**config.mk**
```make
export PLATFORM = sky130hd
export DESIGN_NAME = if_fetch_stage
export DESIGN_NICKNAME = d
export VERILOG_FILES = /design/src/rtl/if_fetch_stage.sv
export SDC_FILE = /design/constraint.sdc
export NUM_CORES = 1
export LEC_CHECK = 0
export BUFFER_PORTS_ARGS = -buffer_cell sky130_fd_sc_hd__buf_2
export CAP_MARGIN = 20
export CORE_MARGIN = 3
export CORE_UTILIZATION = 37
export DETAILED_ROUTE_END_ITERATION = 8
export PLACE_DENSITY = 0.61
export SLEW_MARGIN = 5
export SYNTH_ARGS = -nofsm -noshare
export SYNTH_HDL_FRONTEND = slang
export SYNTH_SLANG_ARGS = --single-unit
```
**constraint.sdc**
```tcl
create_clock -name clk -period 3.3 [get_ports clk]
set_input_delay 0 -clock clk [delete_from_list [all_inputs] [get_ports clk]]
set_output_delay 0 -clock clk [all_outputs]
set_load 0.02 [all_outputs]
```
**src/rtl/if_fetch_stage.sv**
```systemverilog
// if_fetch_stage: instruction-fetch stage of the vector CPU.
// Owns the PC, drives a synchronous instruction memory and squashes the
// wrong-path word as VNOP on a taken redirect. A redirect that arrives while
// the stage is stalled is held off until the stall clears.
// Optional build macro: IF_FETCH_PERF_EN adds fetch/squash performance counters.
module if_fetch_stage #(
    parameter logic [31:0] BOOT_ADDR = 32'h0000_0000,
    parameter int unsigned PC_STEP   = 4,
    parameter logic [31:0] NOP_INST  = 32'hF000_0000
) (
    input  logic        clk,
    input  logic        reset_n,
    input  logic        start,
    input  logic        halt,
    input  logic        stall,
    input  logic        branch_taken,
    input  logic [0:31] branch_target,
    output logic        imem_en,
    output logic [0:31] imem_addr,
    input  logic [0:31] imem_rdata,
    output logic [0:31] IF_inst,
    output logic [0:31] IF_pc,
    output logic        IF_valid
`ifdef IF_FETCH_PERF_EN
    ,
    output logic [0:31] perf_fetch_cnt,
    output logic [0:31] perf_squash_cnt
`endif
);

    typedef enum logic [1:0] {
        ST_IDLE,
        ST_RUN,
        ST_HALT
    } state_t;

    state_t      r_state;
    logic [0:31] r_pc;
    logic [0:31] r_pc_q;
    logic        r_fv;
    logic        r_pend;
    logic [0:31] r_pend_pc;

    state_t      w_state_nxt;
    logic [0:31] w_pc_nxt;
    logic [0:31] w_pc_q_nxt;
    logic        w_fv_nxt;
    logic        w_pend_nxt;
    logic [0:31] w_pend_pc_nxt;
    logic        w_fetch;
    logic        w_squash;
    logic [0:31] w_tgt;
    logic [0:31] w_pc_inc;

    // Word-align the redirect target and precompute the sequential PC.
    always_comb begin
        w_tgt    = branch_target & 32'hFFFF_FFFC;
        w_pc_inc = r_pc + 32'(PC_STEP);
    end

    // Next-state, PC and pending-redirect logic; halt outranks every other request in RUN.
    always_comb begin
        w_state_nxt   = r_state;
        w_pc_nxt      = r_pc;
        w_pc_q_nxt    = r_pc_q;
        w_fv_nxt      = r_fv;
        w_pend_nxt    = r_pend;
        w_pend_pc_nxt = r_pend_pc;
        w_fetch       = 1'b0;
        w_squash      = 1'b0;
        case (r_state)
            ST_IDLE: begin
                if (start) begin
                    w_state_nxt = ST_RUN;
                    w_pc_nxt    = BOOT_ADDR;
                end
            end
            ST_RUN: begin
                if (halt) begin
                    w_state_nxt = ST_HALT;
                    w_fv_nxt    = 1'b0;
                    w_pend_nxt  = 1'b0;
                end else if (stall) begin
                    // Memory is not enabled, so rdata and the output registers hold.
                    if (branch_taken) begin
                        w_pend_nxt    = 1'b1;
                        w_pend_pc_nxt = w_tgt;
                    end
                end else if (branch_taken || r_pend) begin
                    // A fresh request is newer than a held-off one, so it wins.
                    w_pc_nxt   = branch_taken ? w_tgt : r_pend_pc;
                    w_fv_nxt   = 1'b0;
                    w_pend_nxt = 1'b0;
                    w_squash   = 1'b1;
                end else begin
                    w_fetch    = 1'b1;
                    w_pc_nxt   = w_pc_inc;
                    w_pc_q_nxt = r_pc;
                    w_fv_nxt   = 1'b1;
                end
            end
            ST_HALT: begin
                w_fv_nxt   = 1'b0;
                w_pend_nxt = 1'b0;
                if (start) begin
                    w_state_nxt = ST_RUN;
                    w_pc_nxt    = BOOT_ADDR;
                end
            end
            default: begin
                w_state_nxt = ST_IDLE;
                w_fv_nxt    = 1'b0;
                w_pend_nxt  = 1'b0;
            end
        endcase
    end

    // State, PC and fetch-tracking registers.
    always_ff @(posedge clk or negedge reset_n) begin
        if (!reset_n) begin
            r_state   <= ST_IDLE;
            r_pc      <= BOOT_ADDR;
            r_pc_q    <= '0;
            r_fv      <= 1'b0;
            r_pend    <= 1'b0;
            r_pend_pc <= '0;
        end else begin
            r_state   <= w_state_nxt;
            r_pc      <= w_pc_nxt;
            r_pc_q    <= w_pc_q_nxt;
            r_fv      <= w_fv_nxt;
            r_pend    <= w_pend_nxt;
            r_pend_pc <= w_pend_pc_nxt;
        end
    end

    // Outputs: memory holds rdata while not enabled, so a valid word stays stable.
    always_comb begin
        imem_en   = w_fetch;
        imem_addr = r_pc;
        IF_inst   = r_fv ? imem_rdata : NOP_INST;
        IF_pc     = r_pc_q;
        IF_valid  = r_fv;
    end

`ifdef IF_FETCH_PERF_EN
    logic [0:31] r_perf_fetch;
    logic [0:31] r_perf_squash;

    // Saturating counters; fetch and squash only occur in RUN.
    always_ff @(posedge clk or negedge reset_n) begin
        if (!reset_n) begin
            r_perf_fetch  <= '0;
            r_perf_squash <= '0;
        end else begin
            if (w_fetch && (r_perf_fetch != '1)) begin
                r_perf_fetch <= r_perf_fetch + 32'd1;
            end
            if (w_squash && (r_perf_squash != '1)) begin
                r_perf_squash <= r_perf_squash + 32'd1;
            end
        end
    end

    // Counter outputs.
    always_comb begin
        perf_fetch_cnt  = r_perf_fetch;
        perf_squash_cnt = r_perf_squash;
    end
`endif

endmodule
```
# Word level (Yosys, flattened, before mapping)
# Index checks and enable logic that the tools add are counted.
# word_totals
regBits	100
in_bits	70
output_inout_bits	98
word_cells	52
# classes
addsub	1
n_eq_ne	9
mux	22
bitwise_logic	4
n_reduce_logical	10
# op_table
cell	n
32-bit two-way mux	6
32-bit case mux with 2 select lines	1
32-bit by 3-bit adder with 32-bit output (second input constant)	1
1-bit two-way mux	10
4-bit != test (second input constant)	2
4-bit AND reduction	2
2-bit != test (second input constant)	3
3-bit AND reduction	2
2-bit two-way mux	2
1-bit inverter	4
1-bit case mux with 2 select lines	2
2-bit case mux with 2 select lines	1
2-bit AND reduction	2
3-bit != test (second input constant)	1
2-bit by 1-bit equality test with 1-bit output (second input constant)	1
2-bit equality test (second input constant)	1
2-bit logical NOT	1
2-bit by 1-bit != test with 1-bit output (second input constant)	1
2-bit nonzero test	1
2-bit OR reduction	1
1-bit logical OR	1

# Depth between registers and ports, before layout
# Gate-level depths: netlist (run 1).
# logic_depth
ltp_word	5
mapped_depth	8
ltp_nobuf	6

# Worst setup path before layout (run 1)
# OpenSTA, ideal clock, no wires.
# synth_path
path_kind	register -> register
start	register r_pc, in the netlist imem_addr[29]
end	register r_pc, in the netlist imem_addr[15]
setup_time_ps	76
arrival_time_ps	1800
required_ps	3224
setup_slack_ps	1423
stages_incl_launch_ff	8
n_path_buf	1
synth_period_minus_slack_ps	1877
cell_sequence	dfrtp_1 ha_1 nand2_1 nor4_2 buf_2 nand3_1 o32a_1 o21ai_1
# synth_between
elab_chain_cells	5
# synth_rtl
item	line_no	text
from (decl)	38	logic [0:31] r_pc;
from (signal assigned)	129	r_pc <= w_pc_nxt;
32-bit by 3-bit adder with 32-bit output	58	w_pc_inc = r_pc + 32'(PC_STEP);
32-bit two-way mux	89	end else if (branch_taken || r_pend) begin
32-bit two-way mux	83	end else if (stall) begin
32-bit two-way mux	79	if (halt) begin
32-bit case mux with 2 select lines	71	case (r_state)
# Every way passes these cells. The select of a mux whose other input is x is not followed.
# A chain may end at the register's enable or synchronous reset.

# Final worst setup path (run 1)
# layout_path
start	register r_state[1]
end	output port imem_en
# layout_between
elab_chain_cells	2
# layout_rtl
item	line_no	text
from (decl)	37	state_t r_state;
from (signal assigned)	128	r_state <= w_state_nxt;
2-bit by 1-bit equality test with 1-bit output	71	
1-bit two-way mux	71	
to (decl)	18	output logic imem_en,
# Every way passes these cells.

==> results of run 1 <==
cell usage in the layout, fill, tap and decap left out, drive strengths merged, types with 7 or more instances in the layout:
| cell type | instances |
|---|---|
| nand2b | 8 |
| inv | 9 |
| o211ai | 7 |
| o221ai | 12 |
| dlygate4sd3 | 35 |
| nand4 | 12 |
| nor4 | 7 |
| mux2 | 26 |
| dfrtp | 100 |
| and2 | 32 |
| nor2 | 20 |
| nand2 | 114 |
| clkbuf | 10 |
| o21ai | 29 |
| a21oi | 16 |
| buf | 174 |
| nand3 | 15 |
| mux2i | 33 |
| xor2 | 7 |
sequential cells by signal, summed over array words and instances (netlist names):
name / cells
r_pend: 1
r_state: 2
imem_addr: 32
r_pend_pc: 32
IF_valid: 1
IF_pc: 32
where the power goes:
group,internal [mW],total [mW],switching [mW]
clock network,0.614,1.10,0.485
registers,1.52,1.76,0.234
logic,0.428,0.985,0.556
how the worst min path moves through the flow:
stage,end,slack (ns),depth (start not counted)
floorplan,IF_pc[0]$_DFFE_PN0P_,-0.30,0
global placement,IF_pc[29]$_DFFE_PN0P_,0.23,1
detailed placement,IF_pc[31]$_DFFE_PN0P_,0.23,1
CTS,IF_pc[5]$_DFFE_PN0P_,0.21,4
global route,IF_pc[29]$_DFFE_PN0P_,0.03,2
finish,IF_pc[31]$_DFFE_PN0P_,0.01,2
through the flow:
| stage | cells | utilization [%] |
|---|---|---|
| floorplan | 513 | - |
| global placement | 827 | 46.4 |
| detailed placement | 827 | 46.4 |
| CTS | 878 | 51.5 |
| global route | 880 | 51.8 |
| finish | 880 | 51.8 |
critical path, delay by kind of cell (launching register included):
family,cells,cell delay (ns)
flops,1,0.43
simple gates,2,0.66
buf+inv,3,1.08
kinds of logic after synthesis:
family,after synthesis
simple gates,229
compound gates,78
xor+xnor,8
mux,59
flops,100
fa+ha+maj,1
buf+inv,38
area by class of cell:
type,instances,area share [%]
clock buffer,10,3.57
tap,172,3.22
antenna,1,0.0374
multi-input combinational,375,35.4
timing repair buffer,209,18.9
clock inverter,6,1.05
inverter,7,0.393
sequential,100,37.4
metal layers:
metal / vias to the layer above / routed length (um) / GRT usage, %
li1: 2177 / - / -
met1: 2073 / 6420 / 25.8
met2: 178 / 6940 / 32.5
met3: 14 / 1060 / 3.87
met4: 0 / 204 / 7.00
met5: - / 0 / 0
==> key figures, run 1 <==
Timing
  – Fin crit share: 76.8%
  – Hold Vio Cnt, Final: 0
  – RSZ-0062 raised after global routing: no
  – Setup TNS: 0 ns
  – F_max: 0.394 GHz
  – Max-slew violations: 0
  – Final worst path period need: 2.54 ns
  – Hold_ws: 0.0126 ns
  – PnR worst setup slack: 0.764 ns
  – Final Skew: 0.00913 ns
  – Final setup viols: 0
  – Slew headroom: 33.0%
  – Least-Margin Pin Slew: 1.01 ns

Placed design
  – Input/output buffers: 165
  – Dpl cell area: 6000 sq um
  – Placed wire-length estimate: 10.4 mm
  – Routability cong.: 0.829
  – Pre-CTS WS: 1.01 ns

Floorplanning
  – Core area: 12,900 sq um
  – Initial Util: 38.9%
  – Die X: 123 um
  – I/O pin count: 168
  – Die area: 15,000 sq um
  – Die height: 123 um
  – Std-Cell Rows: 41

Global routing
  – Via count of the first global-routing pass: 4,299
  – First-pass GRT wire length: 22.7 mm
  – Total GRT Usage: 19.7%
  – Grt total ovfl: 0
  – Initial antenna violation count: 1
  – Largest net degree at the start of global routing: 79

Logic synthesis
  – Xor/xnor cell area share of the yosys netlist: 1.39%
  – Synth area leaders: dfrtp_1 (50%), nand2_1 (8.5%), mux2i_1 (6.6%)
  – Adder-Cell Fraction of Synth Area: 0.249%
  – Top FF cell, synth: dfrtp_1
  – Cell Area, Synth: 5030 sq um
  – Top cells by count, synth: nand2_1 (114), dfrtp_1 (100), mux2i_1 (33), and2_1 (32), mux2_2 (25)
  – Seq/Total Area, Yosys: 49.8%
  – Most numerous cell in the Yosys netlist: nand2_1
  – Simple-gate share of the synthesized area: 23.2%
  – EDFF count, synth: 0
  – Mapped Cells: 513
  – Ys async rst share: 100%
  – Main combinational cell family by area after synthesis: simple AND/OR/NAND/NOR gates
  – Post-Syn Area per Cell: 9.80 sq um
  – Syn Nets: 584
  – Mux contribution to synthesized area: 12.4%
  – Synth area leader: dfrtp_1
  – Synth warnings: 0
  – Register bit total from synthesis: 100
  – Synth top area share: 49.8%
  – Cell variety after synth: 43
  – Post-synthesis compound-gate area fraction: 9.76%

Worst setup path
  – Critical path class: flop to output pin
  – Worst Setup End Kind: output pin
  – WP data required: 3.30 ns
  – CP Capture Point: imem_en
  – Worst Reg-to-Reg Cells: 6
  – CP Max Fanout: 23
  – Critical R2R Capture: imem_addr[27]$_DFFE_PN0P_
  – CP max stage delay: 0.56 ns
  – Flop-to-flop setup slack: 0.99 ns
  – Worst-path cell chain: nor4b_2 > nand2_2 > inv_1 > buf_4 > buf_2
  – Crit-path slowest cell: nor4b_2
  – Worst flop-to-flop path startpoint: r_state[1]$_DFFE_PN0P_
  – CP arrival: 2.54 ns
  – CP startpoint kind: flop
  – Critical path origin: r_state[1]$_DFFE_PN0P_

Pwr
  – Cell Pwr Density: 574 nW/um^2
  – Power, Total: 3.84 mW
  – Static Leak: 3.46 nW
  – VDD IR-drop max: 0.000283 V

CTS
  – CTS tree: built
  – Post-CTS Setup Inserts: 0
  – Clock Tree Buf Depth: 2
  – H-tree levels: 3
  – Clock sink count: 100
  – Worst-Skew Late Latency: 0.36 ns
  – CTS Root Cell: clkbuf_16
  – CTS resizes: 0
  – CTS clk-pin slew, worst paths: 0.07 ns
  – Hold_buf cts: 35
  – Total CTS buffers: 9

Layout
  – Register area: 2500 sq um
  – Proportion of layout cells with a drive suffix above 1: 32.0%
  – Fin nets: 773
  – Fillers: 1,186
  – Final instance area: 6690 sq um
  – Area growth syn-to-layout: 33.1%
  – Multi-input gate area: 2370 sq um

Routing
  – Routed via count: 4,442
  – WL per Instance: 16.6 um
  – First DRT Iteration DRCs: 347
  – Detailed-route DRC error count: 0
  – Final WL: 14.6 mm
  – Routed vias/inst: 5.05
  – Drt first pass iters: 4
  – Antenna viol nets, final: 0

Hold path
  – Worst Hold Class: primary input to asynchronous set/reset pin

Flow run
  – Max Cap Viol: 0

Outcome
  – Outcome: completed
(Power assumes the default switching activity.)
==> inputs of run 2 (changes only) <==
ABC_AREA = 1   (was not set)
PLACE_DENSITY = 0.6   (was 0.61)
clock period = 2.5 ns   (was 3.3 ns; I/O delays follow)
==> run 2 against run 1 <==
Count of clock-buffer cells in the layout up 1. Critical endpoint unchanged. Register-to-register slack worse by 0.15 ns. Highest routed layer unchanged. Worst setup slack worse by 0.0046 ns. Final cell count up 27%. Area after synthesis up 9.9%. Utilization down 4.7 points. Clock power up 26%. Sequential power up 33%. Global-route usage down 1.3 points.
==> key figures, run 2 <==
Placed design
  – Placed wire-length estimate: 10.9 mm
  – Pre-CTS WS: 0.841 ns
  – Input/output buffers: 165
  – Routability cong.: 0.860

Logic synthesis
  – Synth area leaders: dfrtp_1 (45%), nand2_1 (16%), o21ai_0 (9.2%)
  – Register bit total from synthesis: 100
  – Cell Area, Synth: 5520 sq um
  – Most numerous cell in the Yosys netlist: nand2_1
  – Cell variety after synth: 36
  – Top cells by count, synth: nand2_1 (234), inv_1 (114), o21ai_0 (102), dfrtp_1 (100), nor2_1 (62)
  – Syn Nets: 835
  – Seq/Total Area, Yosys: 45.3%
  – Ys async rst share: 100%
  – Post-Syn Area per Cell: 7.23 sq um
  – Synth area leader: dfrtp_1
  – Top FF cell, synth: dfrtp_1
  – Mapped Cells: 764
  – EDFF count, synth: 0
  – Synth top area share: 45.3%
  – Synth warnings: 0

Timing
  – Final Skew: 0.00934 ns
  – Final worst path period need: 1.74 ns
  – Final setup viols: 0
  – Fin crit share: 69.6%
  – RSZ-0062 raised after global routing: no
  – Slew headroom: 53.3%
  – Hold Vio Cnt, Final: 0
  – Max-slew violations: 0
  – Least-Margin Pin Slew: 0.700 ns
  – F_max: 0.575 GHz
  – Setup TNS: 0 ns
  – PnR worst setup slack: 0.760 ns

Routing
  – Top sig layer: met4
  – WL per Instance: 13.4 um
  – Routed vias/inst: 4.66
  – Post-Route M1 WL: 7.34 mm
  – Met3 routed WL: 940 um
  – Drt first pass iters: 5
  – Antenna viol nets, final: 0
  – First DRT Iteration DRCs: 462
  – Met2 Routed Length: 6.38 mm
  – Final WL: 14.9 mm
  – Detailed-route DRC error count: 0
  – Routed via count: 5,193

CTS
  – H-tree levels: 3
  – Clock sink count: 100
  – Total CTS buffers: 9
  – Worst-Skew Late Latency: 0.36 ns
  – Clock Tree Buf Depth: 2
  – CTS clk-pin slew, worst paths: 0.07 ns
  – CTS Root Cell: clkbuf_16
  – CTS resizes: 0
  – CTS tree: built

Worst setup path
  – Critical path class: flop to output pin
  – WP data required: 2.50 ns
  – Worst Setup End Kind: output pin
  – CP Max Fanout: 22
  – CP arrival: 1.74 ns
  – CP startpoint kind: flop

Pwr
  – Power, Total: 5.26 mW
  – Static Leak: 3.63 nW
  – Cell Pwr Density: 766 nW/um^2
  – VDD IR-drop max: 0.000333 V

Global routing
  – First-pass GRT wire length: 23.9 mm
  – Initial antenna violation count: 0
  – Total GRT Usage: 18.4%
  – Grt total ovfl: 0
  – Via count of the first global-routing pass: 4,665
  – Largest net degree at the start of global routing: 91

Layout
  – Proportion of layout cells with a drive suffix above 1: 22.6%
  – N_diodes: 0
  – Fin nets: 996
  – Final core utilization: 47.1%
  – Most common cell after layout, fill and taps aside: nand2_1
  – Area growth syn-to-layout: 24.4%
  – Most frequent cells in the layout: nand2_1 (234), buf_2 (164), inv_1 (114), o21ai_0 (102), dfrtp_1 (100)

Floorplanning
  – Die X: 128 um
  – Core area: 14,600 sq um
  – Die area: 16,400 sq um
  – Die height: 128 um
  – Initial Util: 37.8%
  – Std-Cell Rows: 44
  – I/O pin count: 168

Hold path
  – Worst Hold Class: primary input to flop

Flow run
  – Max Cap Viol: 0

Outcome
  – Outcome: completed
-- run 2: timing repair --
item	CTS	global route
setup buffers	0	0
hold buffers	9	0
hold endpoints to repair	61	0
setup endpoints to repair	0	0
-- run 2: cells by family (layout without fill, tap and decap cells) --
group / after synthesis / in the layout / synth area share [%]
and+or+nand+nor: 379 / 379 / 30.1
buffers and inverters: 149 / 315 / 11.0
xor gates and xnor gates: 2 / 2 / 0.317
AOI/OAI and AO/OA: 129 / 129 / 12.3
adders and majority gates: 1 / 1 / 0.227
DFF: 100 / 100 / 45.3
muxes: 4 / 4 / 0.725
-- run 2: final timing paths --
path | from | endpoint | slack [ns] | depth (start not counted)
max | r_pend$_DFFE_PN0P_ | imem_en | 0.76 | 4
min | branch_target[2] | r_pend_pc[2]$_DFFE_PN0P_ | 0.02 | 5
max reg2reg | imem_addr[29]$_DFFE_PN0P_ | imem_addr[9]$_DFFE_PN0P_ | 0.84 | 8
min reg2reg | IF_pc[17]$_DFFE_PN0P_ | IF_pc[17]$_DFFE_PN0P_ | 0.48 | 2
max in group asynchronous | reset_n | r_pend_pc[29]$_DFFE_PN0P_ | 1.55 | 3
min in group asynchronous | reset_n | IF_pc[10]$_DFFE_PN0P_ | 0.23 | 2
-- run 2: per-stage QoR --
stage | hold slack (ns) | instances | cell area, sq um
floorplan | -0.296 | 764 | 5520
global placement | 0.0997 | 1089 | 6490
detailed placement | 0.102 | 1089 | 6490
CTS | 0.00306 | 1114 | 6870
global route | 0.0757 | 1114 | 6870
finish | 0.0157 | 1114 | 6870
-- run 2: worst max-delay path: stages, from the launching register on --
cell     delay [ns]
dfrtp_1        0.46
nor2_8         0.19
nand3_4        0.11
inv_2          0.36
buf_2          0.26
-- run 2: final cells by class --
| type | count | area (sq um) |
|---|---|---|
| Clock buffer | 11 | 233 |
| Clock inverter | 5 | 52.6 |
| Fill cell | 1496 | 7720 |
| Inverter | 118 | 443 |
| Multi-Input combinational cell | 515 | 2410 |
| Sequential cell | 100 | 2500 |
| Tap cell | 184 | 230 |
| Timing Repair Buffer | 181 | 996 |
-- run 2: where the power goes --
| part | switching [mW] | internal, mW |
|---|---|---|
| Combinational | 1.01 | 0.525 |
| Sequential | 0.270 | 2.07 |
| Clock | 0.616 | 0.772 |
| Total | 1.90 | 3.36 |
-- run 2: routing by layer --
metal  vias up  GRT usage, %
met5         -             0
met4         0          6.55
met3        15          3.29
met2       164          26.1
met1      2306          27.9
li1       2708             -
==> inputs of run 3 (changes only) <==
PLACE_DENSITY = 0.62   (was 0.6)
clock period = 1.6 ns   (was 2.5 ns; I/O delays follow)
==> run 3 against run 2 <==
Global-route usage is essentially flat. Total power grew 60%. Cell area grew 3.0%. Non-clock buffer count grew 14.
==> key figures, run 3 (same netlist as run 2, synthesis figures left out) <==
Worst setup path
  – WP data required: 1.60 ns
  – CP arrival: 1.54 ns
  – WP buf/inv: 4
  – Worst Setup End Kind: output pin
  – Worst flop-to-flop path startpoint: imem_addr[28]$_DFFE_PN0P_
  – Crit-path slowest cell: dfrtp_1
  – CP top delay family: buffers and inverters
  – CP startpoint kind: flop
  – Worst Reg-to-Reg Cells: 8
  – CP Max Fanout: 12
  – Flop-to-flop setup slack: 0.06 ns
  – Worst-path cell chain: inv_2 > nor2_8 > nand3_4 > inv_8 > buf_12 > buf_4
  – Critical R2R Capture: imem_addr[3]$_DFFE_PN0P_
  – CP max stage delay: 0.40 ns
  – Critical path class: flop to output pin

Routing
  – Antenna viol nets, final: 0
  – Routed via count: 5,288
  – First DRT Iteration DRCs: 403
  – Drt first pass iters: 5
  – WL per Instance: 13.5 um
  – Final WL: 15.3 mm
  – Detailed-route DRC error count: 0
  – Routed vias/inst: 4.69

Pwr
  – Cell Pwr Density: 1190 nW/um^2
  – VDD IR-drop max: 0.000649 V
  – Static Leak: 3.74 nW
  – Power, Total: 8.43 mW

Layout
  – Final core utilization: 48.5%
  – Most common cell after layout, fill and taps aside: nand2_1
  – Area growth syn-to-layout: 28.1%
  – Fin nets: 1,010
  – Most frequent cells in the layout: nand2_1 (234), buf_2 (163), inv_1 (114), o21ai_0 (102), dfrtp_1 (99)
  – Final instance area: 7070 sq um
  – Proportion of layout cells with a drive suffix above 1: 24.9%
  – N_diodes: 0
  – Fin cells: 1,128

Timing
  – PnR worst setup slack: 0.0633 ns
  – Max-slew violations: 0
  – Setup TNS: 0 ns
  – Final Skew: 0.00702 ns
  – F_max: 0.651 GHz
  – Final worst path period need: 1.54 ns
  – Slew headroom: 64.4%
  – Least-Margin Pin Slew: 0.528 ns
  – Hold Vio Cnt, Final: 0
  – Fin crit share: 96.0%
  – Final setup viols: 0
  – RSZ-0062 raised after global routing: yes
  – Hold_ws: 0.00690 ns

Flow run
  – Max Cap Viol: 0

Hold path
  – Hold Path Stages: 4
  – Hold path startpoint: halt
  – Worst Hold Class: primary input to flop
  – WHS Endpoint: r_state[0]$_DFFE_PN0P_

CTS
  – Clock Tree Buf Depth: 2
  – H-tree levels: 3
  – Worst-Skew Late Latency: 0.34 ns
  – Total CTS buffers: 9
  – CTS Root Cell: clkbuf_16
  – Clock sink count: 100
  – CTS clk-pin slew, worst paths: 0.07 ns
  – CTS tree: built

Global routing
  – Total GRT Usage: 18.4%
  – Grt total ovfl: 0
  – Largest net degree at the start of global routing: 76
  – Via count of the first global-routing pass: 4,787
  – First-pass GRT wire length: 24.2 mm
  – Initial antenna violation count: 0

Placed design
  – Placed Cells: 1,104
  – Dpl cell area: 6670 sq um
  – Pre-CTS WS: 0.0914 ns
  – Routability cong.: 0.866
  – Placed wire-length estimate: 11.4 mm
  – Input/output buffers: 165

Outcome
  – Outcome: completed

Floorplanning
  – Initial Util: 37.8%
  – I/O pin count: 168
  – Std-Cell Rows: 44
  – Die X: 128 um
  – Core area: 14,600 sq um
  – Die area: 16,400 sq um
  – Die height: 128 um
-- run 3: cell count changes in the layout (fill, tap and decap cells not counted), moves of 2 or more --
cell	delta
dlygate4sd3_1	-4
buf_12	+5
clkbuf_1	-2
buf_4	+14
clkbuf_8	+2
nor2_1	-3
nor2_4	+2
-- run 3: power by group --
group	switching [mW]	total, mW	internal (mW)
logic	1.67	2.57	0.900
clock network	0.954	2.24	1.29
registers	0.388	3.62	3.23
-- run 3: worst reg2reg max path: cells and delay by family (launching register included) --
| kind | cells | cell delay, ns |
|---|---|---|
| AND/OR/NAND/NOR | 7 | 0.83 |
| adder cells (fa/ha/maj) | 1 | 0.20 |
| flip-flops | 1 | 0.40 |
-- run 3: what timing repair did --
action | 4_1_cts | 5_1_grt
resized for setup | 2 | 9
endpoints found under the setup margin | 1 | 15
pin swaps | 0 | 7
buffers inserted | 0 | 3
hold endpoints to repair | 71 | 0
hold buffers | 5 | 0
-- run 3: worst max-delay path by stage --
stage | start | to | slack, ns | cells after the start
final | r_state[0]$_DFFE_PN0P_ | imem_en | 0.06 | 6
after global routing | imem_addr[28]$_DFFE_PN0P_ | imem_addr[3]$_DFFE_PN0P_ | -0.07 | 8
after CTS | r_pend$_DFFE_PN0P_ | imem_en | 0.02 | 5
after detailed placement | imem_addr[28]$_DFFE_PN0P_ | imem_addr[9]$_DFFE_PN0P_ | 0.09 | 8
after global placement | imem_addr[28]$_DFFE_PN0P_ | imem_addr[5]$_DFFE_PN0P_ | 0.1 | 8
after floorplan | imem_addr[29]$_DFFE_PN0P_ | imem_addr[5]$_DFFE_PN0P_ | 0.02 | 8
-- run 3: final cells by class --
type,count,area (sq um)
fillers,1468,7510
flip-flops and latches,100,2500
multi-input cells,515,2430
repair buffers,195,1160
inverters,118,450
clock buffers,11,253
well taps,184,230
clock inverters,5,50.0
-- run 3: routing by layer --
layer  track usage, %  routed length, um  vias up  share of wire [%]
li1                 -                  -     2732                  -
met2             27.6               6760      159                 44
met4             5.24                192        0                1.3
met3             2.33                886       15                5.8
met5                0                  0        -                  0
met1             27.8               7420     2382                 49
